===== src/rtl/rob_complete_arb.sv =====
// rtl/rob_complete_arb.sv - per-requester completion FIFOs feeding a round-robin ROB wakeup arbiter
package core_pkg;
  localparam int ROB_ENTRIES = 32;
endpackage

module rob_complete_arb #(
  parameter int NUM_REQ    = 3,
  parameter int FIFO_DEPTH = 2,
  parameter int ROB_SIZE   = core_pkg::ROB_ENTRIES,
  parameter int IDX_BITS   = $clog2(ROB_SIZE)
) (
  input  logic                             clk,
  input  logic                             reset_n,
  input  logic [NUM_REQ-1:0]               req_valid,
  input  logic [NUM_REQ-1:0][IDX_BITS-1:0] req_idx,
  input  logic [NUM_REQ-1:0]               req_exc,
  output logic [NUM_REQ-1:0]               req_ready,
  input  logic                             flush_en,
  output logic                             mark_ready_en,
  output logic [IDX_BITS-1:0]              mark_ready_idx,
  output logic                             mark_ready_val,
  output logic                             mark_exception,
  output logic [NUM_REQ-1:0]               grant_oh,
  output logic                             busy
);
  localparam int PTR_W = (FIFO_DEPTH > 1) ? $clog2(FIFO_DEPTH) : 1;
  localparam int CNT_W = $clog2(FIFO_DEPTH + 1);
  localparam int RR_W  = (NUM_REQ > 1) ? $clog2(NUM_REQ) : 1;
  localparam int ENT_W = IDX_BITS + 1;

  logic [ENT_W-1:0] mem    [NUM_REQ][FIFO_DEPTH];
  logic [PTR_W-1:0] wr_ptr [NUM_REQ];
  logic [PTR_W-1:0] rd_ptr [NUM_REQ];
  logic [CNT_W-1:0] count  [NUM_REQ];
  logic [RR_W-1:0]  rr_ptr;

  logic [NUM_REQ-1:0] push;
  logic [NUM_REQ-1:0] pop;
  logic [NUM_REQ-1:0] nonempty;
  logic               gnt_found;
  logic [RR_W-1:0]    gnt_sel;
  logic [ENT_W-1:0]   head;

  function automatic logic [PTR_W-1:0] ptr_inc(input logic [PTR_W-1:0] p);
    if (int'(p) == FIFO_DEPTH - 1) return '0;
    return p + PTR_W'(1);
  endfunction

  // Ready looks only at the registered count, never at this cycle's pop.
  always_comb begin
    for (int i = 0; i < NUM_REQ; i++) begin
      nonempty[i]  = (count[i] != '0);
      req_ready[i] = (int'(count[i]) < FIFO_DEPTH) && !flush_en;
      push[i]      = req_valid[i] && req_ready[i];
    end
  end

  assign busy = |nonempty;

  always_comb begin
    int            cand;
    logic [RR_W-1:0] cand_w;
    gnt_found = 1'b0;
    gnt_sel   = '0;
    cand      = 0;
    cand_w    = '0;
    for (int k = 0; k < NUM_REQ; k++) begin
      cand = int'(rr_ptr) + k;
      if (cand >= NUM_REQ) cand = cand - NUM_REQ;
      cand_w = RR_W'(cand);
      if (!gnt_found && nonempty[cand_w]) begin
        gnt_found = 1'b1;
        gnt_sel   = cand_w;
      end
    end
  end

  always_comb begin
    for (int i = 0; i < NUM_REQ; i++) begin
      pop[i] = gnt_found && (gnt_sel == RR_W'(i));
    end
  end

  assign head           = mem[gnt_sel][rd_ptr[gnt_sel]];
  assign mark_ready_val = mark_ready_en;

  always_ff @(posedge clk) begin
    for (int i = 0; i < NUM_REQ; i++) begin
      if (push[i]) mem[i][wr_ptr[i]] <= {req_idx[i], req_exc[i]};
    end
  end

  always_ff @(posedge clk or negedge reset_n) begin
    if (!reset_n) begin
      for (int i = 0; i < NUM_REQ; i++) begin
        wr_ptr[i] <= '0;
        rd_ptr[i] <= '0;
        count[i]  <= '0;
      end
      rr_ptr         <= '0;
      mark_ready_en  <= 1'b0;
      mark_ready_idx <= '0;
      mark_exception <= 1'b0;
      grant_oh       <= '0;
    end else if (flush_en) begin
      // Flush outranks both enqueue and grant; the last index is left as is.
      for (int i = 0; i < NUM_REQ; i++) begin
        wr_ptr[i] <= '0;
        rd_ptr[i] <= '0;
        count[i]  <= '0;
      end
      rr_ptr         <= '0;
      mark_ready_en  <= 1'b0;
      mark_exception <= 1'b0;
      grant_oh       <= '0;
    end else begin
      for (int i = 0; i < NUM_REQ; i++) begin
        if (push[i]) wr_ptr[i] <= ptr_inc(wr_ptr[i]);
        if (pop[i])  rd_ptr[i] <= ptr_inc(rd_ptr[i]);
        count[i] <= count[i] + CNT_W'(push[i]) - CNT_W'(pop[i]);
      end
      if (gnt_found) begin
        rr_ptr         <= (int'(gnt_sel) == NUM_REQ - 1) ? '0 : gnt_sel + RR_W'(1);
        mark_ready_en  <= 1'b1;
        mark_ready_idx <= head[ENT_W-1:1];
        mark_exception <= head[0];
        grant_oh       <= NUM_REQ'(1) << gnt_sel;
      end else begin
        mark_ready_en  <= 1'b0;
        mark_exception <= 1'b0;
        grant_oh       <= '0;
      end
    end
  end
endmodule


===== config.mk =====
export PLATFORM = sky130hd
export DESIGN_NAME = rob_complete_arb
export DESIGN_NICKNAME = d
export VERILOG_FILES = /design/src/rtl/rob_complete_arb.sv
export SDC_FILE = /design/constraint.sdc
export NUM_CORES = 1
export LEC_CHECK = 0
export ABC_AREA = 1
export BUFFER_PORTS_ARGS = -buffer_cell sky130_fd_sc_hd__buf_2
export CORE_UTILIZATION = 45
export CTS_CLUSTER_DIAMETER = 50
export DETAILED_ROUTE_END_ITERATION = 8
export GPL_TIMING_DRIVEN = 0
export SLEW_MARGIN = 20
export SYNTH_ARGS = -nofsm -noshare
export SYNTH_HDL_FRONTEND = slang
export SYNTH_SLANG_ARGS = --single-unit

===== constraint.sdc =====
create_clock -name clk -period 2.7 [get_ports clk]
set_input_delay 0.54 -clock clk [delete_from_list [all_inputs] [get_ports clk]]
set_output_delay 0.54 -clock clk [all_outputs]
set_load 0.01 [all_outputs]

==> results.cfg, run 1 <==
[run_status]
status = completed

[clocking]
path_clk_slew_ns = 0.07
cts_buffer_depth = 2
clock-sinks = 60
cts_root_buf = clkbuf_8
clk_latency_ns = 0.33
cts_made_buffers = 9
cts_tree = built
htreeDepth = 3
cts_hold_buf = 0

[detailed_routing]
ant_nets = 0
first_pass_iters = 4
via_per_inst = 4.78
drt_iter0_drc = 76
wl_mm = 5.17
avgRoutedWirePerCell_um = 12.3
drc_errors = 0
vias = 2014

[global_route]
grt_overflow = 0
antenna_found_initial = 0
grt.total_usage_pct = 17.8
grt_pass1_wl_mm = 8.54
grt_max_degree = 25
grt_pass1_vias = 1825

[pwr]
peakVddDrop_v = 0.000545
p_seq_share_pct = 28.6
p_per_area_nw_per_um2 = 1310
pwr-share-clk_pct = 17.3
switching_share_pct = 42.7
power.switching_mw = 1.90
p_leak_nw = 1.60
p_comb_share_pct = 54.1
p_int_mw = 2.54

[min_path]
hold_class = input pin to asynchronous set/reset pin

[critical_path]
criticalPathCategory = register to register
worstPathArrival_ns = 2.72
worstSetupEndpoint = count[1]$_DFF_PN0_
reg2reg_depth = 17
r2r_slack_ns = 0.18
worstPathRequired_ns = 2.90
r2r-end = count[1]$_DFF_PN0_
r2r-start = rr_ptr[0]$_DFFE_PN0P_
startpoint_type = register
critPathMaxFanout = 5
crit_path_start = rr_ptr[0]$_DFFE_PN0P_
cp-end-kind = register

[synth]
synth_warnings = 0
ys_seq_elements = 60
syn_inst = 286
synth.distinct_cells = 30
syn_avg_cell_area_um2 = 9.92
syn_area_um2 = 2840
synth_nets = 319
seq_area_frac_synth_pct = 59.3

[timing]
max-slew-margin-rel_pct = 63.8
finClkSkew_ns = 0.00726
tightest_slew_ns = 0.542
period_needed_ns = 2.52
setup_ws_ns = 0.180
setup_viol = 0
timing.hold.ws_ns = 0.184
slew_viol_final = 0
fin_crit_sh_pct = 93.3
max_freq_ghz = 0.397
final_hold_viol_count = 0

[floorplan]
die_area_um2 = 6630
ios = 39
fp.coreArea_um2 = 5990
rows = 28
die_h_um = 81.4
die_w_um = 81.4
start_util_pct = 47.3

[placed_design]
portBuffers = 38
pre_cts_slack_ns = 0.0449
place_congestion = 0.762
dp_hpwl_mm = 3.92

[final_layout]
synthToLayoutAreaGrowth_pct = 19.2
drive_gt1_share_pct = 26.9
layout.nets = 374
diodes = 0

[job]
cap_violations = 0
[per-stage QoR]
step / area, um2 / utilization, % / setup TNS [ns] / total power [mW] / cells
after floorplan: 2840 / - / 0 / 3.00 / 286
after global placement: 3120 / 52.1 / 0 / 3.48 / 399
after detailed placement: 3120 / 52.1 / 0 / 3.51 / 399
after CTS: 3310 / 55.3 / 0 / 4.29 / 415
after global routing: 3380 / 56.4 / -0.0253 / 4.89 / 421
final: 3380 / 56.4 / 0 / 4.44 / 421
[power by group through the flow]
stage          Combinational, mW  Sequential [mW]  Clock, mW
2_1_floorplan               1.69             1.31          0
3_3_place_gp                2.20             1.28          0
3_5_place_dp                2.22             1.29          0
4_1_cts                     2.23             1.27      0.789
5_1_grt                     2.77             1.29      0.826
6_report                    2.40             1.27      0.770
[worst min-delay path by stage]
stage / end / startpoint / cells past startpoint
5_1_grt: count[2]$_DFF_PN0_ / reset_n / 1
4_1_cts: count[4]$_DFF_PN0_ / reset_n / 1
2_1_floorplan: count[0]$_DFF_PN0_ / reset_n / 0
6_report: count[2]$_DFF_PN0_ / reset_n / 1
3_3_place_gp: mark_ready_idx[1]$_DFFE_PN0P_ / mark_ready_idx[1]$_DFFE_PN0P_ / 2
3_5_place_dp: mark_ready_idx[2]$_DFFE_PN0P_ / mark_ready_idx[2]$_DFFE_PN0P_ / 2
[synth_stat cells, drive strengths merged]
cell / n / area (um2)
or2: 10 / 62.6
o21ai: 9 / 45.0
nor3: 2 / 21.3
dfrtp: 24 / 601
xnor2: 3 / 26.3
o22ai: 2 / 12.5
a21boi: 1 / 7.51
ha: 9 / 113
edfxtp: 36 / 1080
nand3: 45 / 230
buf: 7 / 47.5
clkinv: 1 / 3.75
xor2: 3 / 26.3
nand2: 80 / 328
nand4: 1 / 6.26
nor2: 23 / 109
inv: 29 / 109
o31ai: 1 / 7.51
[cells in the final DEF (no fill, tap or decap), drive strengths merged]
cell / n
nand2: 80
buf: 51
nand3: 45
edfxtp: 36
inv: 30
dfrtp: 24
nor2: 23
or2: 10
clkbuf: 9
o21ai: 9
ha: 9
clkinv: 4
xnor2: 3
xor2: 3
o22ai: 2
clkinvlp: 2
nor3: 2
a21boi: 1
nand4: 1
o31ai: 1
bufinv: 1
[cell type report]
cell class,instances,area [um2]
buffer,7,47.5
inverter,30,115
sequential,60,1680
tap,75,93.8
multi-input combinational,189,1020
clock inverter,7,66.3
timing repair buffer,44,235
fill,537,2610
clock buffer,9,124
[repair_timing]
| action | in CTS | in global routing |
|---|---|---|
| resized for setup | 0 | 11 |
| setup endpoints to repair | 0 | 6 |
| buffers inserted | 0 | 6 |
[per-layer routing]
| metal | GRT usage, % | vias up | wire (um) |
|---|---|---|---|
| met5 | 0 | - | 0 |
| met4 | 6.96 | 0 | 71 |
| met3 | 5.06 | 6 | 225 |
| met2 | 25.8 | 39 | 2300 |
| met1 | 25.1 | 915 | 2570 |
| li1 | - | 1054 | - |
[flip-flops by register name, summed over array words and instances, names as in the netlist]
name / count
mark_ready_en: 1
mark_exception: 1
wr_ptr: 3
mem: 36
grant_oh: 3
rr_ptr: 2
count: 6
mark_ready_idx: 5
rd_ptr: 3
[logic make-up after synthesis]
logic type | after synthesis | share of synthesized area [%]
flops | 60 | 59.3
fa+ha+maj | 9 | 3.97
simple gates | 161 | 26.7
compound gates | 13 | 2.56
xor+xnor | 6 | 1.85
buf+inv | 37 | 5.65
[critical path, cell delays in order (launching register included)]
cell,delay [ns]
dfrtp_1,0.39
inv_2,0.08
ha_2,0.30
inv_4,0.08
nand2_1,0.05
nand3_1,0.09
nand2_2,0.07
nor2_4,0.15
nand3_1,0.13
nand2_4,0.12
inv_2,0.08
nand2_2,0.12
inv_1,0.06
ha_1,0.26
inv_1,0.03
ha_1,0.18
xor2_1,0.14
nor2_1,0.05
Power figures use the tool's default switching activity.
==> run 2: changes to the inputs <==
--- a/config.mk
+++ b/config.mk
@@ -5,7 +5,6 @@
 export SDC_FILE = /design/constraint.sdc
 export NUM_CORES = 1
 export LEC_CHECK = 0
-export ABC_AREA = 1
 export BUFFER_PORTS_ARGS = -buffer_cell sky130_fd_sc_hd__buf_2
 export CORE_UTILIZATION = 45
 export CTS_CLUSTER_DIAMETER = 50
==> results.cfg, run 2 <==
[run_status]
status = finished, violations left
violations = negative setup slack

[global_route]
grt_max_degree = 25
grt_pass1_wl_mm = 10.2
grt_overflow = 0
antenna_found_initial = 0
grt.total_usage_pct = 22.0
grt_pass1_vias = 2000

[pwr]
peakVddDrop_v = 0.000570
p_per_area_nw_per_um2 = 1270
finalPower_mw = 4.71
p_leak_nw = 1.56

[synth]
yosysTopAreaCell = edfxtp_1
seq_area_frac_synth_pct = 59.7
ys_seq_elements = 60
synth.distinct_cells = 41
syn_avg_cell_area_um2 = 12.0
ys_async_sr_fraction_pct = 40.0
synth_nets = 267
synth_edf_count = 36
synth_commonest_cells = edfxtp_1, nor2_1, dfrtp_1, nand2_1, inv_1
syn_inst = 234
post-synth-top-count-cell = edfxtp_1
synth_top_flop_cell = edfxtp_1
synth_warnings = 0
synthTopCellsByArea = edfxtp_1, dfrtp_1, nor2_1
syn_area_um2 = 2820
synth_top_area_share_pct = 38.4

[final_layout]
synthToLayoutAreaGrowth_pct = 32.0
nFillCells = 477
layout.nets = 338
diodes = 0
largest_register_ffs = 36
final_cells = 385
final_cell_mix = buf_2, edfxtp_1, nor2_1
layout_commonest_cell = buf_2
drive_gt1_share_pct = 38.7

[detailed_routing]
ant_nets = 0
drc_errors = 0
first_pass_iters = 5
vias = 2077
avgRoutedWirePerCell_um = 17.1
drt_iter0_drc = 139
wl_mm = 6.59
via_per_inst = 5.39

[clocking]
clk_latency_ns = 0.34
cts_root_buf = clkbuf_8
cts_tree = built
clock-sinks = 60
path_clk_slew_ns = 0.07
cts_buffer_depth = 2
cts_made_buffers = 9
htreeDepth = 3

[min_path]
hold_class = input pin to asynchronous set/reset pin

[critical_path]
criticalPathCategory = register to register
critPathSlowestCell = or3_4
worstPathArrival_ns = 3.03
startpoint_type = register
r2r_slack_ns = -0.12
worstPathRequired_ns = 2.91
critPathMaxFanout = 7
crit_chain = inv_2 > ha_4 > buf_8 > a211oi_4 > or3_4 > buf_8 > clkbuf_16 > nand3b_1 > inv_1 > ha_1 > inv_1 > ha_2 > xor2_2 > xnor2_1 > nor2_1
worst_path_largest_cell_delay_ns = 0.41
cp-end-kind = register

[placed_design]
place_congestion = 0.772
dp_hpwl_mm = 4.21
portBuffers = 37
placed_cells = 346

[timing]
slew_viol_final = 0
rsz0062_at_grt = true
tightest_slew_ns = 0.782
setup_ws_ns = -0.116
fin_crit_sh_pct = 104
setup_viol = 3
finClkSkew_ns = 0.0108
period_needed_ns = 2.82
final_hold_viol_count = 0
max_freq_ghz = 0.355
max-slew-margin-rel_pct = 47.7

[job]
cap_violations = 0

[floorplan]
die_w_um = 81.1
die_area_um2 = 6580
rows = 28
ios = 39
die_h_um = 81.1
start_util_pct = 47.0
fp.coreArea_um2 = 5990
-- run 2: cell count changes in the layout (fill, tap and decap cells not counted), sizes merged, moves of 9 or more --
cell / change
nor2: +10
nand3: -40
and3: +9
nor4: +9
buf: +18
nand2: -63
inv: -19
a21oi: +9
-- run 2: timing repair --
| action | 4_1_cts | 5_1_grt |
|---|---|---|
| buffers inserted | 15 | 11 |
| setup endpoints to repair | 11 | 13 |
| pin swaps | 10 | 32 |
| hold buffers | 0 | 0 |
| gates resized for setup | 18 | 25 |
-- run 2: path summary, 6_finish.rpt --
check | startpoint | endpoint | cells after the start
max in group asynchronous | reset_n | rr_ptr[1]$_DFFE_PN0P_ | 1
worst max-delay path | rr_ptr[0]$_DFFE_PN0P_ | count[5]$_DFF_PN0_ | 15
worst max register to register | rr_ptr[0]$_DFFE_PN0P_ | count[5]$_DFF_PN0_ | 15
min in group clk | req_idx[10] | mem[2][7]$_DFFE_PP_ | 1
worst min register to register | mark_ready_idx[3]$_DFFE_PN0P_ | mark_ready_idx[3]$_DFFE_PN0P_ | 1
worst min-delay path | reset_n | mark_exception$_DFF_PN0_ | 1
-- run 2: metrics by stage --
step / cell area, um2 / setup TNS, ns / hold slack, ns / worst slack [ns] / utilization [%]
after detailed placement: 3130 / -1.66 / 0.480 / -0.400 / 52.2
final: 3720 / -0.184 / 0.187 / -0.116 / 62.1
after global routing: 3720 / -0.832 / 0.233 / -0.201 / 62.1
after global placement: 3130 / -1.47 / 0.475 / -0.380 / 52.2
after floorplan: 2850 / -0.140 / 0.244 / -0.0794 / -
after CTS: 3490 / -0.256 / 0.200 / -0.120 / 58.2
-- run 2: cell type report --
type                       count  area (um2)  area share [%]
inverter                      10        37.5            1.01
clock buffer                  10         128            3.43
sequential                    60        1680            45.3
tap                           75        93.8            2.52
timing repair buffer          61         378            10.2
buffer                        12         130            3.50
multi-input combinational    151        1230            33.0
clock inverter                 6        40.0            1.08
-- run 2: metal layers --
| layer | routed length [um] | share of wire (%) | GRT usage (%) | vias up |
|---|---|---|---|---|
| met4 | 43 | 0.65 | 7.32 | 0 |
| met5 | 0 | 0 | 0 | - |
| met1 | 3170 | 48 | 30.1 | 1012 |
| li1 | - | - | - | 991 |
| met2 | 2960 | 45 | 31.8 | 68 |
| met3 | 410 | 6.2 | 8.54 | 6 |
-- run 2: cells by family after synthesis --
kind of cell | count (synthesis) | synth area share, %
buf+inv | 23 | 3.60
fa+ha+maj | 10 | 4.35
xor+xnor | 12 | 3.73
compound gates | 38 | 12.5
simple gates | 91 | 16.1
flops | 60 | 59.7
-- run 2: power breakdown --
part / switching (mW) / internal [mW] / total, mW / leakage, nW
Clock: 0.365 / 0.331 / 0.696 / 0.0763
Sequential: 0.152 / 1.17 / 1.32 / 0.639
Combinational: 1.38 / 1.31 / 2.69 / 0.846
-- run 2: critical path, delay by kind of cell, from the launching register on --
family | cells | cell delay [ns]
xor+xnor | 2 | 0.30
buf+inv | 6 | 0.59
fa+ha+maj | 3 | 0.72
compound gates | 1 | 0.09
simple gates | 3 | 0.59
flops | 1 | 0.39
==> run 3: changes to the inputs <==
--- a/config.mk
+++ b/config.mk
@@ -5,11 +5,13 @@
 export SDC_FILE = /design/constraint.sdc
 export NUM_CORES = 1
 export LEC_CHECK = 0
+export ABC_CLOCK_PERIOD_IN_PS = 3600
 export BUFFER_PORTS_ARGS = -buffer_cell sky130_fd_sc_hd__buf_2
-export CORE_UTILIZATION = 45
+export CORE_UTILIZATION = 61
 export CTS_CLUSTER_DIAMETER = 50
 export DETAILED_ROUTE_END_ITERATION = 8
 export GPL_TIMING_DRIVEN = 0
+export PLACE_DENSITY = 0.84
 export SLEW_MARGIN = 20
 export SYNTH_ARGS = -nofsm -noshare
 export SYNTH_HDL_FRONTEND = slang
==> constraint.sdc (replaced) <==
create_clock -name clk -period 3.6 [get_ports clk]
set_input_delay 0.72 -clock clk [delete_from_list [all_inputs] [get_ports clk]]
set_output_delay 0.72 -clock clk [all_outputs]
set_load 0.01 [all_outputs]
==> results.cfg, run 3 (synthesis gave the netlist of run 2 again) <==
[run_status]
status = completed

[timing]
rsz0062_at_grt = false
max_freq_ghz = 0.302
max-slew-margin-rel_pct = 59.0
finClkSkew_ns = 0.0102
period_needed_ns = 3.31
slew_viol_final = 0
setup_tns_ns = 0
fin_crit_sh_pct = 92.1
tightest_slew_ns = 0.609
setup_viol = 0
final_hold_viol_count = 0

[placed_design]
placed_cells = 323
place_congestion = 0.880
dp_hpwl_mm = 3.96
portBuffers = 37

[pwr]
p_int_mw = 1.83
p_seq_share_pct = 32.4
peakVddDrop_v = 0.000487
p_comb_share_pct = 45.3
p_per_area_nw_per_um2 = 916
pwr-share-clk_pct = 22.3
switching_share_pct = 39.4
p_leak_nw = 1.43
power.switching_mw = 1.19

[critical_path]
worstPathArrival_ns = 3.53
startpoint_type = register
reg2reg_depth = 15
criticalPathCategory = register to register
cp-end-kind = register
critPathMaxFanout = 10
worstPathRequired_ns = 3.81

[global_route]
grt.total_usage_pct = 26.2
grt_pass1_wl_mm = 9.63
antenna_found_initial = 0
grt_overflow = 0
grt_pass1_vias = 1951
grt_max_degree = 25

[clocking]
clk_latency_ns = 0.34
postCtsSetupRepairBufs = 0
clock-sinks = 60
cts_hold_buf = 0
htreeDepth = 3
cts_root_buf = clkbuf_8
path_clk_slew_ns = 0.07
cts.repair.resized = 0
cts_made_buffers = 9
cts_tree = built
cts_buffer_depth = 2

[final_layout]
nFillCells = 273
regArea_um2 = 1680
multi_input_area_um2 = 1030
layout_commonest_cell = buf_2
final_cells = 339
synthToLayoutAreaGrowth_pct = 16.8
drive_gt1_share_pct = 25.8
largest_register_ffs = 36
diodes = 0
layout.nets = 315
final_cell_mix = buf_2, edfxtp_1, nor2_1

[job]
cap_violations = 0

[detailed_routing]
drt_iter0_drc = 204
first_pass_iters = 4
vias = 1976
ant_nets = 0
avgRoutedWirePerCell_um = 16.7
via_per_inst = 5.83
drc_errors = 0
wl_mm = 5.66

[floorplan]
ios = 39
die_w_um = 70.0
rows = 24
die_area_um2 = 4900
start_util_pct = 64.3
fp.coreArea_um2 = 4380
die_h_um = 70.0

[min_path]
hold_class = input pin to asynchronous set/reset pin
==> run 3: cell count changes in the layout (fill, tap and decap cells not counted), sizes merged <==
cell,delta
bufinv,+2
clkbuf,+1
clkinvlp,-2
clkinv,+1
buf,-25
==> run 3: final cells by class <==
type | instances | share of cell area [%]
tap | 52 | 1.98
clock buffer | 9 | 3.76
inverter | 10 | 1.14
clock inverter | 7 | 3.00
multi-input combinational | 151 | 31.4
buffer | 13 | 1.98
timing repair buffer | 37 | 5.63
sequential | 60 | 51.1
==> run 3: through the flow <==
stage               power, mW  utilization [%]  hold slack, ns  setup slack (ns)  instance area, um2
finish                   3.01             75.1           0.362             0.286                3290
global route             3.22             75.1           0.395            0.0594                3290
CTS                      3.01             75.1           0.363             0.165                3290
detailed placement       2.32             70.0           0.480             0.198                3070
global placement         2.27             70.0           0.476             0.235                3070
floorplan                2.00                -           0.424             0.636                2820
==> run 3: layer usage <==
layer | global-route usage [%] | vias up | routed length (um)
met5 | 0 | - | 0
met4 | 10.7 | 0 | 93
met3 | 5.77 | 10 | 389
met2 | 38.5 | 78 | 2550
met1 | 38.3 | 934 | 2620
li1 | - | 954 | -
==> run 3: path summary, 6_finish.rpt <==
kind / from / slack, ns / to
max: rr_ptr[0]$_DFFE_PN0P_ / 0.29 / count[5]$_DFF_PN0_
min in group clk: mark_ready_idx[3]$_DFFE_PN0P_ / 0.49 / mark_ready_idx[3]$_DFFE_PN0P_
max reg2reg: rr_ptr[0]$_DFFE_PN0P_ / 0.29 / count[5]$_DFF_PN0_
min reg2reg: mark_ready_idx[3]$_DFFE_PN0P_ / 0.49 / mark_ready_idx[3]$_DFFE_PN0P_
min: reset_n / 0.36 / rd_ptr[0]$_DFFE_PN0P_
max in group asynchronous: reset_n / 2.86 / mark_ready_idx[4]$_DFFE_PN0P_
==> run 3: power by group through the flow <==
stage / logic, mW / registers, mW / clock network, mW
finish: 1.37 / 0.976 / 0.673
CTS: 1.35 / 0.973 / 0.682
detailed placement: 1.34 / 0.984 / 0
floorplan: 1.02 / 0.981 / 0
global placement: 1.29 / 0.978 / 0
global route: 1.52 / 0.993 / 0.703
==> run 3: worst max-delay path: stages (launching register included) <==
cell and delay (ns):
dfrtp_1 0.38, inv_1 0.07, ha_1 0.31, buf_2 0.19, a211oi_2 0.33, or3_1 0.17
clkbuf_1 0.32, clkbuf_2 0.31, nand3b_1 0.19, inv_1 0.12, ha_1 0.23, inv_1 0.05
ha_1 0.14, xor2_1 0.18, xnor2_1 0.14, nor2_1 0.06
